<file path="config.mk">
export PLATFORM = sky130hd
export DESIGN_NAME = instr_fetch_unit_flat
export DESIGN_NICKNAME = d
export VERILOG_FILES = /design/src/rtl/instr_fetch_unit_if.sv /design/src/rtl/instr_fetch_unit.sv /design/src/flat_wrapper.sv
export SDC_FILE = /design/constraint.sdc
export NUM_CORES = 1
export LEC_CHECK = 0
export BUFFER_PORTS_ARGS = -buffer_cell sky130_fd_sc_hd__buf_4
export CORE_MARGIN = 4
export CORE_UTILIZATION = 52
export CTS_CLUSTER_DIAMETER = 120
export CTS_CLUSTER_SIZE = 40
export DETAILED_ROUTE_END_ITERATION = 16
export GPL_TIMING_DRIVEN = 0
export PLACE_DENSITY_LB_ADDON = 0.15
export SLEW_MARGIN = 10
export SYNTH_ARGS = -nofsm -noshare
export SYNTH_HDL_FRONTEND = slang
export SYNTH_SLANG_ARGS = --single-unit
export TNS_END_PERCENT = 100
</file>
<file path="constraint.sdc">
create_clock -name clk -period 4.7 [get_ports clk]
set_input_delay 0.94 -clock clk [delete_from_list [all_inputs] [get_ports clk]]
set_output_delay 0.94 -clock clk [all_outputs]
set_load 0.05 [all_outputs]
</file>
<file path="src/rtl/instr_fetch_unit_if.sv">
// Fetch-stage bundle: instruction-memory handshake plus the decoder-facing
// instruction, retire and next-PC control signals.
interface instr_fetch_unit_if;
  logic        imem_req;
  logic [31:0] imem_addr;
  logic        imem_ready;
  logic [31:0] imem_rdata;
  logic [31:0] instr;
  logic        instr_valid;
  logic [5:0]  opcode;
  logic [31:0] pc_plus4;
  logic        retire;
  logic        branch;
  logic        jump;
  logic        zero;
  logic        fetch_err;

  modport master (
    output imem_req, imem_addr, instr, instr_valid, opcode, pc_plus4, fetch_err,
    input  imem_ready, imem_rdata, retire, branch, jump, zero
  );

  modport slave (
    input  imem_req, imem_addr, instr, instr_valid, opcode, pc_plus4, fetch_err,
    output imem_ready, imem_rdata, retire, branch, jump, zero
  );
endinterface

</file>
<file path="src/rtl/instr_fetch_unit.sv">
// Instruction fetch / PC stage: FETCH over req/ready, hold in EXEC, update PC on retire.
// Optional fetch timeout with sticky error state is compiled in by `FETCH_TIMEOUT_EN.
module instr_fetch_unit #(
  parameter logic [31:0] RESET_PC = 32'h0000_0000
`ifdef FETCH_TIMEOUT_EN
  , parameter logic [7:0] FETCH_TIMEOUT = 8'd15
`endif
) (
  input  logic                        clk,
  input  logic                        rst_n,
  instr_fetch_unit_if.master          bus
);

  localparam int unsigned XLEN   = 32;
  localparam int unsigned OPC_W  = 6;
  localparam int unsigned CNT_W  = 8;

  typedef enum logic [1:0] {
    S_IDLE  = 2'd0,
    S_FETCH = 2'd1,
    S_EXEC  = 2'd2,
    S_ERR   = 2'd3
  } state_e;

  state_e            state_q;
  logic [XLEN-1:0]   pc_q;
  logic [XLEN-1:0]   instr_q;
  logic [XLEN-1:0]   pc_plus4;
  logic [XLEN-1:0]   br_off;
  logic [XLEN-1:0]   pc_d;

`ifdef FETCH_TIMEOUT_EN
  logic [CNT_W-1:0]  cnt_q;
`endif

  assign pc_plus4 = pc_q + XLEN'(4);
  assign br_off   = {{14{instr_q[15]}}, instr_q[15:0], 2'b00};

  // Next PC: jump beats taken branch beats sequential.
  always_comb begin
    pc_d = pc_plus4;
    if (bus.jump) begin
      pc_d = {pc_plus4[31:28], instr_q[25:0], 2'b00};
    end else if (bus.branch && bus.zero) begin
      pc_d = pc_plus4 + br_off;
    end
  end

  always_ff @(posedge clk) begin
    if (!rst_n) begin
      state_q <= S_IDLE;
      pc_q    <= RESET_PC;
      instr_q <= '0;
`ifdef FETCH_TIMEOUT_EN
      cnt_q   <= '0;
`endif
    end else begin
      case (state_q)
        S_IDLE: begin
          state_q <= S_FETCH;
`ifdef FETCH_TIMEOUT_EN
          cnt_q   <= '0;
`endif
        end
        S_FETCH: begin
          if (bus.imem_ready) begin
            instr_q <= bus.imem_rdata;
            state_q <= S_EXEC;
          end
`ifdef FETCH_TIMEOUT_EN
          // A ready on the limit cycle still wins over the timeout.
          else if (cnt_q == FETCH_TIMEOUT) begin
            state_q <= S_ERR;
          end else begin
            cnt_q <= cnt_q + CNT_W'(1);
          end
`endif
        end
        S_EXEC: begin
          if (bus.retire) begin
            pc_q    <= pc_d;
            state_q <= S_FETCH;
`ifdef FETCH_TIMEOUT_EN
            cnt_q   <= '0;
`endif
          end
        end
        default: begin
          state_q <= state_q;
        end
      endcase
    end
  end

  // Outputs decode from registered state only; no input-to-output paths.
  assign bus.imem_req    = (state_q == S_FETCH);
  assign bus.imem_addr   = pc_q;
  assign bus.instr       = instr_q;
  assign bus.instr_valid = (state_q == S_EXEC);
  assign bus.opcode      = (state_q == S_EXEC) ? instr_q[31:26] : OPC_W'(6'h3F);
  assign bus.pc_plus4    = pc_plus4;
`ifdef FETCH_TIMEOUT_EN
  assign bus.fetch_err   = (state_q == S_ERR);
`else
  assign bus.fetch_err   = 1'b0;
`endif

endmodule
</file>
<file path="src/flat_wrapper.sv">
// flat-port wrapper written by rule: the top's interface ports become plain ports
module instr_fetch_unit_flat 
#(
  parameter logic [31:0] RESET_PC = 32'h0000_0000

)
  (clk, rst_n, bus_imem_req, bus_imem_addr, bus_instr, bus_instr_valid, bus_opcode, bus_pc_plus4, bus_fetch_err, bus_imem_ready, bus_imem_rdata, bus_retire, bus_branch, bus_jump, bus_zero);
  instr_fetch_unit_if bus_i ();
  input  logic clk;
  input  logic rst_n;
  output wire logic [$bits(bus_i.imem_req)-1:0] bus_imem_req;
  output wire logic [$bits(bus_i.imem_addr)-1:0] bus_imem_addr;
  output wire logic [$bits(bus_i.instr)-1:0] bus_instr;
  output wire logic [$bits(bus_i.instr_valid)-1:0] bus_instr_valid;
  output wire logic [$bits(bus_i.opcode)-1:0] bus_opcode;
  output wire logic [$bits(bus_i.pc_plus4)-1:0] bus_pc_plus4;
  output wire logic [$bits(bus_i.fetch_err)-1:0] bus_fetch_err;
  input wire logic [$bits(bus_i.imem_ready)-1:0] bus_imem_ready;
  input wire logic [$bits(bus_i.imem_rdata)-1:0] bus_imem_rdata;
  input wire logic [$bits(bus_i.retire)-1:0] bus_retire;
  input wire logic [$bits(bus_i.branch)-1:0] bus_branch;
  input wire logic [$bits(bus_i.jump)-1:0] bus_jump;
  input wire logic [$bits(bus_i.zero)-1:0] bus_zero;
  assign bus_imem_req = bus_i.imem_req;
  assign bus_imem_addr = bus_i.imem_addr;
  assign bus_instr = bus_i.instr;
  assign bus_instr_valid = bus_i.instr_valid;
  assign bus_opcode = bus_i.opcode;
  assign bus_pc_plus4 = bus_i.pc_plus4;
  assign bus_fetch_err = bus_i.fetch_err;
  assign bus_i.imem_ready = bus_imem_ready;
  assign bus_i.imem_rdata = bus_imem_rdata;
  assign bus_i.retire = bus_retire;
  assign bus_i.branch = bus_branch;
  assign bus_i.jump = bus_jump;
  assign bus_i.zero = bus_zero;
  instr_fetch_unit #(.RESET_PC(RESET_PC)) u_core (.clk(clk), .rst_n(rst_n), .bus(bus_i));
endmodule
</file>
## Word-level counts from Yosys, hierarchy flattened

Index checks and enable logic that the tools add are counted.

| storage, ports and cells | value |
|---|---|
| memory bits (read-only) | 0 |
| bits in writable memories | 0 |
| latch bits | 0 |
| bits in registers | 66 |
| memories kept | 0 |

| cells by class | value |
|---|---|
| divide/modulo/power cells | 0 |
| add/sub/neg operators | 2 |
| shift operators | 0 |
| bitwise gates (word level) | 0 |
| equality and inequality tests | 4 |
| multiply operators | 0 |
| mux-type cells | 6 |
| reductions and logical operators | 6 |
| order comparisons | 0 |

Operators with widths:

| kind | number |
|---|---|
| $mux W32 | 2 |
| $add A32 B3 Y32 const B | 1 |
| $add A32 B32 Y32 | 1 |
| $mux W6 | 1 |
| $pmux W2 S3 | 1 |
| $mux W2 | 2 |
| $ne A2 B1 Y1 const B | 2 |
| $reduce_and A2 Y1 | 2 |
| $reduce_and A3 Y1 | 1 |
| $reduce_bool A3 Y1 | 1 |
| $eq A2 B1 Y1 const B | 1 |
| $eq A2 B2 Y1 const B | 1 |
| $logic_not A2 Y1 | 1 |
| $logic_and A1 B1 Y1 | 1 |

## Depth between registers and ports, before layout

Gate-level depths: netlist (run 1).

| depth | value |
|---|---|
| depth in word-level cells | 4 |
| depth in mapped cells | 18 |

## Worst setup path before layout (run 1)

Ideal clock, no wire load.

| timing | value |
|---|---|
| kind | reg2reg |
| start | reg u_core.pc_q[2] (netlist: u_core.bus.imem_addr[2]) |
| end | reg u_core.pc_q[29] (netlist: u_core.bus.imem_addr[29]) |
| path buffers | 2 |
| setup slack | -0.216 ns |
| stages on the path, launching flop included | 19 |
| required time | 4.624 ns |
| arrival | 4.840 ns |
| cell sequence | dfxtp_1 > ha_1 > nand4_1 > nor3_1 > and3_1 > clkbuf_1 > nand4_1 > xnor2_1 > ha_1 > clkbuf_1 > a21o_1 > a21o_1 > a21o_1 > a21o_1 > a311oi_1 > o31ai_1 > xor2_1 > nand3_1 > a21boi_0 |

| on the way | value |
|---|---|
| word-level cells in the longest chain between the ends | 4 |

Ends and longest elaborated chain:

| what | RTL line | text |
|---|---|---|
| start: declaration | instr_fetch_unit.sv:26 | `logic [XLEN-1:0] pc_q;` |
| start signal: assignment | instr_fetch_unit.sv:81 | `pc_q <= pc_d;` |
| $add A32 B3 Y32 | instr_fetch_unit.sv:36 | `assign pc_plus4 = pc_q + XLEN'(4);` |
| via bus_pc_plus4[22] | flat_wrapper.sv:16 | `output wire logic [$bits(bus_i.pc_plus4)-1:0] bus_pc_plus4;` |
| $add A32 B32 Y32 | instr_fetch_unit.sv:45 | `pc_d = pc_plus4 + br_off;` |
| $mux W32 | instr_fetch_unit.sv:44 | `end else if (bus.branch && bus.zero) begin` |
| $mux W32 | instr_fetch_unit.sv:42 | `if (bus.jump) begin` |

The timed path passes the listed nets, and every way through them passes these cells.
A chain may end at the register's enable or synchronous reset.

## Final worst setup path (run 1)

| timing | value |
|---|---|
| start | reg u_core.pc_q[2] (netlist: u_core.bus.imem_addr[2]) |
| end | reg u_core.pc_q[31] (netlist: u_core.bus.imem_addr[31]) |

| on the way | value |
|---|---|
| word-level cells in the longest chain between the ends | 4 |

Ends and longest elaborated chain:

| what | RTL line |
|---|---|
| $add A32 B3 Y32 (*) | instr_fetch_unit.sv:36 |
| $add A32 B32 Y32 | instr_fetch_unit.sv:45 |
| $mux W32 | instr_fetch_unit.sv:44 |
| $mux W32 (*) | instr_fetch_unit.sv:42 |

Mark *: on every way between the ends. The rest lies on a longest branch, timed or not.

==> results.ini, run 1 <==
[run_status]
outcome=complete, no violations

[timing]
holdWs_ns=0.490
fin_crit_sh=0.936
rsz0062_at_grt=false
drv_slew=0
finClkSkew_ns=0.0124
timing.fmax_mhz=227
tightest_slew_ns=1.02
final.setup.tns_ns=0
finalHoldViolCount=0
finalCriticalPeriod_ns=4.40
setup_violations=0
timing.slew.headroom=0.317

[global_route]
grt_antenna_before_repair=0
gr-total-overflow=0
grt_usage=0.306
grt_pass1_wl_um=28400
grt_max_degree=27
grt_pass1_vias=5607

[cts]
cts-root-buf=clkbuf_8
postCtsSetupRepairBufs=0
insertion_delay_ns=0.36
clk_pin_slew_ns=0.08
cts.sinks=64
numCtsBuffers=9
cts_tree=yes
clock_path_buffers=2
htree_num_levels=3

[synthesis]
yosysTopAreaCell=dfxtp_1
synth_seq_cells=64
ys_top_cells_by_area=dfxtp_1, nand2_1, ha_1
avgSynthCellArea_um2=7.55
synth_top_area_share=0.251
async_reset_ff_frac=0
synth.distinct_cells=60
synth_enable_flop_cells=0
netlist_area_um2=5110
yosys_most_used_dff=dfxtp_1
yosysWarnings=0
seq_area_frac_synth=0.251
syn_inst=677

[cells_and_area]
finalCoreUtilization=0.701
fin_nets=905
mostFrequentLayoutCell=buf_4
design_area_um2=6600
syn_to_final_growth_pct=29.1
diodes=0
drive_gt1_frac=0.213
fill_cells=757
final_cell_mix=buf_4, nand2_1, dfxtp_1

[setup_path]
setup.worst_path.end=u_core.bus.imem_addr[31]
r2r_cells=16
arrival_ns=4.68
startpoint_type=register
path_max_fanout=8
crit_path_start=u_core.bus.imem_addr[2]
r2r-start=u_core.bus.imem_addr[2]
setup.worst_path.class=reg2reg
critPathRequiredTime_ns=4.98
reg2reg_to=u_core.bus.imem_addr[31]
setup.worst_path.end_class=register
regToRegSetupSlack_ns=0.30

[die]
num_rows=35
dieHeight_um=107
coreArea_um2=9420
start_util=0.543
io_pins=144
dieWidth_um=107
dieArea_um2=11500

[route]
ant_nets=0
drc=0
wire_per_inst_um=18.5
totalWireLength_um=17800
num_vias=5764
drt-initial-drc-count=562
dr.pass1.iters=5
viasPerCell=5.99

[pwr]
p_leak_nw=3.02
ir_drop_mv=0.143
p_total_w=0.00155
power.density_nw_per_um2=236

[min_path]
hold_path_class=reg2reg

[place]
place_area_um2=6340
place.gp.congestion=0.962
portBuffers=138
hpwlAfterDp_um=13700

[flow_run]
maxCapViolations=0

==> layout make-up <==
class | instances | area, µm² | area share
repair buffers | 138 | 1040 | 0.157
clock buffers | 10 | 138 | 0.0209
flip-flops and latches | 64 | 1280 | 0.194
well taps | 129 | 161 | 0.0245
multi-input cells | 563 | 3640 | 0.552
inverters | 9 | 33.8 | 0.00512
clock inverters | 6 | 115 | 0.0175
plain buffers | 44 | 191 | 0.0290
==> power breakdown <==
group / leakage (nW) / total (W) / switching (W) / internal [W]
registers: 0.519 / 0.000592 / 0.0000308 / 0.000561
logic: 2.38 / 0.000342 / 0.000229 / 0.000113
clock network: 0.123 / 0.000620 / 0.000250 / 0.000370
==> repair_timing <==
item / in CTS / in global routing
endpoints found under the hold margin: 0 / 0
hold buffers: 0 / 0
gates resized for setup: 0 / 2
endpoints found under the setup margin: 0 / 5
==> critical path, cell delays in order (launching register included) <==
cell and delay, ns:
dfxtp_1 0.50, ha_1 0.27, nand4_1 0.30, nor3_4 0.36
and3_1 0.38, nand4_1 0.19, xnor2_2 0.20, ha_1 0.29
clkbuf_1 0.26, nand4_1 0.15, or3_1 0.38, a31oi_1 0.27
or3_1 0.16, nand4_1 0.13, xnor2_1 0.16, nor2_1 0.11
mux2i_1 0.22
==> Yosys cell counts, drive strengths merged (5+ instances only) <==
cell type,instances
and3,9
nor2b,9
inv,9
a21oi,34
ha,36
nand2b,14
and2,8
dfxtp,64
clkbuf,37
a21o,16
xnor2,31
or3,7
buf,8
nand4,18
nor3,8
a31oi,8
a21boi,36
nand3,28
nand2,122
xor2,22
o21bai,8
a211oi,5
o31ai,9
o21ai,34
nor2,40
o211ai,15
==> per-stage QoR <==
step,setup slack (ns),std cells
6_report,0.302,963
5_1_grt,0.103,963
4_1_cts,0.0444,964
3_5_place_dp,0.0864,948
3_3_place_gp,0.167,948
2_1_floorplan,0.0284,681
==> kinds of logic (layout without fill, tap and decap cells) <==
logic type,count (synthesis),after routing,share of synthesized area
simple gates,274,274,0.258
compound gates,192,192,0.258
flops,64,64,0.251
buf+inv,54,207,0.0448
xor+xnor,53,53,0.0909
fa+ha+maj,37,37,0.0921
mux,2,2,0.00392
other cells,1,5,0.000734
==> layer usage <==
layer | wire length [µm] | share of wire | vias to the layer above | GRT usage
met1 | 7260 | 0.41 | 2704 | 0.407
met2 | 8300 | 0.47 | 323 | 0.500
met4 | 293 | 0.016 | 0 | 0.0904
met3 | 1970 | 0.11 | 29 | 0.0638
met5 | 0 | 0 | - | 0
li1 | - | - | 2708 | -
==> registers in the layout (all words and copies together), names as in the netlist <==
register / flops
u_core.bus.instr: 32
u_core.bus.imem_addr: 30
u_core.state_q: 2
==> worst min-delay path by stage <==
stage                               from                   end  slack, ns  cells past startpoint
global placement    u_core.bus.instr[28]  u_core.bus.instr[28]       0.46                      2
CTS                 u_core.bus.instr[26]  u_core.bus.instr[26]       0.49                      2
floorplan              u_core.state_q[0]     u_core.state_q[1]       0.46                      2
global route        u_core.bus.instr[26]  u_core.bus.instr[26]       0.51                      2
detailed placement  u_core.bus.instr[26]  u_core.bus.instr[26]       0.48                      2
finish              u_core.bus.instr[26]  u_core.bus.instr[26]       0.49                      2
(Power assumes the default switching activity.)
==> run 2: changes to the inputs <==
--- a/config.mk
+++ b/config.mk
@@ -8,6 +8,7 @@
 export BUFFER_PORTS_ARGS = -buffer_cell sky130_fd_sc_hd__buf_4
 export CORE_MARGIN = 4
 export CORE_UTILIZATION = 52
+export CTS_BUF_LIST = sky130_fd_sc_hd__clkbuf_2
 export CTS_CLUSTER_DIAMETER = 120
 export CTS_CLUSTER_SIZE = 40
 export DETAILED_ROUTE_END_ITERATION = 16
==> run 2 against run 1 <==
  * Setup slack got worse by 0.025 ns
  * Combinational power about the same
  * Clock-buffer cell count decreased by 1
  * Routed wire length decreased by 0.86%
  * Largest power group is now registers
  * Critical endpoint unchanged
  * Total power decreased by 10%
  * Highest routed layer unchanged
  * First-iteration DRC count decreased by 9.1%
==> results.ini, run 2 (synthesized netlist as in run 1, its figures left out) <==
[run_status]
outcome=complete, no violations

[place]
place.gp.congestion=0.962  ; unchanged
portBuffers=138  ; unchanged
place_area_um2=6340  ; unchanged
hpwlAfterDp_um=13700  ; unchanged
place_ws_ns=0.0864  ; unchanged

[route]
wire_per_inst_um=18.3  ; -0.96%
drc=0  ; unchanged
ant_nets=0  ; unchanged
drt-initial-drc-count=511  ; -9.1%
viasPerCell=5.97  ; -0.28%
num_vias=5754  ; -0.17%
dr.pass1.iters=5  ; unchanged
totalWireLength_um=17700  ; -0.86%

[cts]
clk_pin_slew_ns=0.22  ; +0.14 ns
postCtsSetupRepairBufs=0  ; unchanged
numCtsBuffers=9  ; unchanged
insertion_delay_ns=0.53  ; +0.17 ns
cts_tree=yes
cts-root-buf=clkbuf_2
cts.repair.resized=0  ; unchanged
clock_path_buffers=2  ; unchanged
cts.sinks=64  ; unchanged
ctsHoldBuffers=0  ; unchanged
htree_num_levels=3  ; unchanged

[global_route]
grt_max_degree=27  ; unchanged
grt_usage=0.305  ; -0.00177
grt_pass1_wl_um=28200  ; -0.75%
grt_pass1_vias=5600  ; -0.12%
gr-total-overflow=0  ; unchanged
grt_antenna_before_repair=0  ; unchanged

[die]
num_rows=35  ; unchanged
io_pins=144  ; unchanged
dieWidth_um=107  ; unchanged
dieArea_um2=11500  ; unchanged
coreArea_um2=9420  ; unchanged
dieHeight_um=107  ; unchanged
start_util=0.543  ; unchanged

[setup_path]
worst-path-buf-inv=2  ; +1
cpPeakStageDelay_ns=0.46  ; -0.04 ns
slowest_stage=dfxtp_2
path_cells=ha_1 -> nand4_1 -> nor3_4 -> and3_1 -> clkbuf_1 -> nand4_1 -> xnor2_2 -> ha_1 -> clkbuf_1 -> nand4_1 -> or3_1 -> a31oi_1 -> or3_1 -> nand4_1 -> xnor2_1 -> nor2_1 -> mux2i_1
regToRegSetupSlack_ns=0.28  ; -0.03 ns
path_max_fanout=8  ; unchanged
crit_path_start=u_core.bus.imem_addr[2]
cpMostUsedCell=nand4_1
critPathRequiredTime_ns=5.14  ; +0.16 ns
crit_cells=17  ; +1
startpoint_type=register
cp_top_family=simple AND/OR/NAND/NOR gates
r2r_cells=17  ; +1
setup.worst_path.end=u_core.bus.imem_addr[31]
reg2reg_to=u_core.bus.imem_addr[31]
arrival_ns=4.87  ; +0.19 ns
setup.worst_path.class=reg2reg
setup.worst_path.end_class=register
r2r-start=u_core.bus.imem_addr[2]

[timing]
layout_setup_ws_ns=0.276  ; -0.0253 ns
timing.slew.headroom=0.308  ; -0.00912
setup_violations=0  ; unchanged
timing.fmax_mhz=226  ; -0.57%
rsz0062_at_grt=false
finalCriticalPeriod_ns=4.42  ; +0.0253 ns
finalHoldViolCount=0  ; unchanged
fin_crit_sh=0.941  ; +0.00538
final.setup.tns_ns=0  ; unchanged
drv_slew=0  ; unchanged
finClkSkew_ns=0.0348  ; +0.0224 ns
tightest_slew_ns=1.04  ; +0.0137 ns

[cells_and_area]
fin_nets=906  ; +0.11%
final_cell_mix=buf_4, nand2_1, dfxtp_1
design_area_um2=6510  ; -1.3%
drive_gt1_frac=0.213  ; -0.000256
mostFrequentLayoutCell=buf_4
largest_reg_flops=32  ; unchanged
diodes=0  ; unchanged
syn_to_final_growth_pct=27.5

[flow_run]
maxCapViolations=0  ; unchanged

[pwr]
power.density_nw_per_um2=215  ; -8.8%
p_total_w=0.00140  ; -10%
combPwrFrac=0.244  ; +0.024
p_leak_nw=2.99  ; -1.0%
pwr-share-seq=0.424  ; +0.043
switching_power_w=0.000492  ; -3.4%
intPower_w=0.000906  ; -13%
p_clk_frac=0.331  ; -0.068
swShare=0.352  ; +0.0240
ir_drop_mv=0.170  ; +19%

[min_path]
hold_path_class=reg2reg

## run 2: changes by cell type in the layout (fill, tap and decap cells not counted), sizes merged
cell,delta
clkinv,+1
## run 2: per-layer routing
metal	share of wire	vias to the layer above	routed length (µm)	track usage
met2	0.46	324	8100	0.492
met4	0.021	0	369	0.0995
met5	0	-	0	0
li1	-	2712	-	-
met3	0.10	34	1830	0.0698
met1	0.42	2684	7370	0.400
## run 2: through the flow
step | instances | util | hold slack [ns]
6_report | 964 | 0.692 | 0.501
5_1_grt | 964 | 0.692 | 0.521
2_1_floorplan | 681 | - | 0.464
4_1_cts | 964 | 0.690 | 0.502
3_5_place_dp | 948 | 0.673 | 0.475
3_3_place_gp | 948 | 0.673 | 0.464
## run 2: power groups by stage
| stage | combinational [W] | sequential, W | clock [W] |
|---|---|---|---|
| after floorplan | 0.000170 | 0.000653 | 0 |
| after global placement | 0.000333 | 0.000602 | 0 |
| after detailed placement | 0.000338 | 0.000603 | 0 |
| after CTS | 0.000339 | 0.000592 | 0.000464 |
| after global routing | 0.000366 | 0.000596 | 0.000489 |
| final | 0.000342 | 0.000594 | 0.000463 |
## run 2: cell type report
| cell class | count | area (µm²) |
|---|---|---|
| repair buffers | 138 | 1040 |
| flip-flops and latches | 64 | 1280 |
| clock inverters | 7 | 119 |
| clock buffers | 9 | 45.0 |
| plain buffers | 45 | 195 |
| multi-input cells | 563 | 3640 |
| fillers | 775 | 2900 |
| well taps | 129 | 161 |
| inverters | 9 | 33.8 |
## run 2: worst min path at each step
stage | from | endpoint | slack, ns | cells past startpoint
floorplan | u_core.state_q[0] | u_core.state_q[1] | 0.46 | 2
global placement | u_core.bus.instr[28] | u_core.bus.instr[28] | 0.46 | 2
detailed placement | u_core.bus.instr[26] | u_core.bus.instr[26] | 0.48 | 2
CTS | u_core.bus.instr[26] | u_core.bus.instr[26] | 0.50 | 2
global route | u_core.bus.instr[26] | u_core.bus.instr[26] | 0.52 | 2
finish | u_core.bus.instr[28] | u_core.bus.instr[28] | 0.50 | 2
## run 2: worst reg2reg max path, cell delays in order, from the launching register on
cell      delay (ns)
dfxtp_2         0.46
ha_1            0.25
nand4_1         0.30
nor3_4          0.37
and3_1          0.19
clkbuf_1        0.30
nand4_1         0.20
xnor2_2         0.19
ha_1            0.28
clkbuf_1        0.26
nand4_1         0.16
or3_1           0.38
a31oi_1         0.26
or3_1           0.16
nand4_1         0.12
xnor2_1         0.16
nor2_1          0.11
mux2i_1         0.22
==> run 3: changes to the inputs <==
--- a/config.mk
+++ b/config.mk
@@ -14,6 +14,7 @@
 export DETAILED_ROUTE_END_ITERATION = 16
 export GPL_TIMING_DRIVEN = 0
 export PLACE_DENSITY_LB_ADDON = 0.15
+export RECOVER_POWER = 50
 export SLEW_MARGIN = 10
 export SYNTH_ARGS = -nofsm -noshare
 export SYNTH_HDL_FRONTEND = slang
==> run 3 against run 2 <==
  * Clock skew increased by 0.0057 ns
  * Largest power group unchanged
  * Setup slack got worse by 0.011 ns
  * Clock power rose by 0.9%
  * First-iteration DRC count fell by 9.4%
  * Highest routed layer unchanged
  * Critical endpoint unchanged
  * Total power decreased by 0.68%
==> results.ini, run 3 (synthesized netlist as in run 1, its figures left out) <==
[timing]
final.setup.tns_ns=0  ; unchanged
drv_slew=0  ; unchanged
timing.fmax_mhz=226  ; -0.24%
fin_crit_sh=0.943  ; +0.00226
setup_violations=0  ; unchanged
finalCriticalPeriod_ns=4.43  ; +0.0106 ns
finClkSkew_ns=0.0405  ; +0.00575 ns
rsz0062_at_grt=false
finalHoldViolCount=0  ; unchanged
holdWs_ns=0.498  ; -0.00298 ns
tightest_slew_ns=1.06  ; +0.0180 ns
timing.slew.headroom=0.296  ; -0.0120

[route]
drt-initial-drc-count=463  ; -9.4%
ant_nets=0  ; unchanged
dr.pass1.iters=6  ; +1
viasPerCell=6.04  ; +1.2%
wire_per_inst_um=18.2  ; -0.45%
totalWireLength_um=17600  ; -0.45%
drc=0  ; unchanged
num_vias=5825  ; +1.2%

[min_path]
hold_path_class=reg2reg
min_from=u_core.bus.instr[28]
hold_path_end=u_core.bus.instr[28]
holdPathStages=2  ; unchanged

[global_route]
grtUsageMet3=0.0698  ; unchanged
use_met2=0.492  ; unchanged
grt_usage=0.305  ; unchanged
grt_antenna_before_repair=0  ; unchanged
grt_pass1_wl_um=28200  ; unchanged
grt_pass1_vias=5600  ; unchanged
gr-total-overflow=0  ; unchanged
grt_max_degree=27  ; unchanged
grt_util_met1=0.400  ; unchanged
grt-busiest-layer=met2

[pwr]
p_total_w=0.00139  ; -0.68%
power.density_nw_per_um2=219  ; +2.1%
p_leak_nw=2.79  ; -6.7%
ir_drop_mv=0.169  ; -0.36%

[cts]
clk_pin_slew_ns=0.23  ; about the same
numCtsBuffers=9  ; unchanged
cts.sinks=64  ; unchanged
cts-root-buf=clkbuf_2
clock_path_buffers=2  ; unchanged
insertion_delay_ns=0.55  ; +0.02 ns
htree_num_levels=3  ; unchanged
cts_tree=yes

[die]
start_util=0.543  ; unchanged
dieHeight_um=107  ; unchanged
io_pins=144  ; unchanged
coreArea_um2=9420  ; unchanged
num_rows=35  ; unchanged
dieWidth_um=107  ; unchanged
dieArea_um2=11500  ; unchanged

[place]
portBuffers=138  ; unchanged
place_area_um2=6340  ; unchanged
hpwlAfterDp_um=13700  ; unchanged
dp_cells=948  ; unchanged
place.gp.congestion=0.962  ; unchanged

[cells_and_area]
diodes=0  ; unchanged
syn_to_final_growth_pct=24.0
fin_nets=906  ; unchanged
largest_reg_flops=32  ; unchanged
drive_gt1_frac=0.156  ; -0.0575
design_area_um2=6330  ; -2.8%
fill_cells=828  ; +6.8%
final_cells=964  ; unchanged
final_cell_mix=nand2_1, buf_4, clkbuf_1
mostFrequentLayoutCell=nand2_1

[flow_run]
maxCapViolations=0  ; unchanged

[setup_path]
cpMostUsedCell=nand4_1
path_cells=ha_1 -> nand4_1 -> nor3_4 -> and3_1 -> clkbuf_1 -> nand3_1 -> xnor2_1 -> ha_1 -> buf_2 -> nand4_1 -> or3_1 -> a31oi_1 -> or3_1 -> nand4_1 -> xnor2_1 -> nor2_1 -> mux2i_1
r2r-start=u_core.bus.imem_addr[3]
reg2reg_to=u_core.bus.imem_addr[31]
startpoint_type=register
setup.worst_path.end_class=register
path_max_fanout=8  ; unchanged
arrival_ns=4.88  ; about the same
critPathRequiredTime_ns=5.15  ; about the same
slowest_stage=dfxtp_1
setup.worst_path.class=reg2reg
regToRegSetupSlack_ns=0.27  ; about the same
r2r_cells=17  ; unchanged
cpPeakStageDelay_ns=0.45  ; about the same

[run_status]
outcome=complete, no violations

## run 3: cell count changes in the layout (fill, tap and decap cells not counted), sizes merged
cell    before  now
clkbuf      46   94
buf        146   98
## run 3: layer usage
| layer | vias up | share of wire |
|---|---|---|
| li1 | 2716 | - |
| met1 | 2718 | 0.41 |
| met4 | 0 | 0.024 |
| met2 | 345 | 0.46 |
| met5 | - | 0 |
| met3 | 46 | 0.11 |
## run 3: power breakdown
part,switching (W),total (W),internal (W)
sequential,0.0000301,0.000593,0.000563
clock,0.000237,0.000467,0.000230
combinational,0.000228,0.000329,0.000101
## run 3: repair_timing
item	CTS	global route
setup buffers	0	0
hold buffers	0	0
endpoints found under the setup margin	0	5
resized for setup	0	3
## run 3: area by class of cell
class | instances | area (µm²) | share of cell area
well taps | 129 | 161 | 0.0255
multi-input cells | 563 | 3640 | 0.575
plain buffers | 45 | 195 | 0.0308
repair buffers | 138 | 856 | 0.135
flip-flops and latches | 64 | 1280 | 0.203
clock inverters | 7 | 119 | 0.0188
inverters | 9 | 33.8 | 0.00533
clock buffers | 9 | 45.0 | 0.00711
## run 3: worst max-delay path by stage
stage	start	endpoint	depth (start not counted)
3_5_place_dp	u_core.bus.imem_addr[2]	u_core.bus.imem_addr[31]	17
2_1_floorplan	u_core.bus.imem_addr[2]	u_core.bus.imem_addr[31]	17
4_1_cts	u_core.bus.imem_addr[2]	u_core.bus.imem_addr[31]	17
5_1_grt	u_core.bus.imem_addr[3]	u_core.bus.imem_addr[31]	17
6_report	u_core.bus.imem_addr[3]	u_core.bus.imem_addr[31]	17
3_3_place_gp	u_core.bus.imem_addr[2]	u_core.bus.imem_addr[29]	18
## run 3: worst max-delay path, delay by kind of cell, from the launching register on
family                   cells  cell delay (ns)
AND/OR/NAND/NOR              9             2.05
XOR/XNOR                     2             0.35
buffers and inverters        2             0.50
multiplexers                 1             0.22
adder cells (fa/ha/maj)      2             0.54
AO/OA/AOI/OAI                1             0.26
flip-flops                   1             0.45
## run 3: per-stage QoR
stage | worst slack (ns) | utilization
after global routing | 0.0760 | 0.673
after CTS | 0.0256 | 0.690
after floorplan | 0.0284 | -
after global placement | 0.167 | 0.673
final | 0.266 | 0.673
after detailed placement | 0.0864 | 0.673
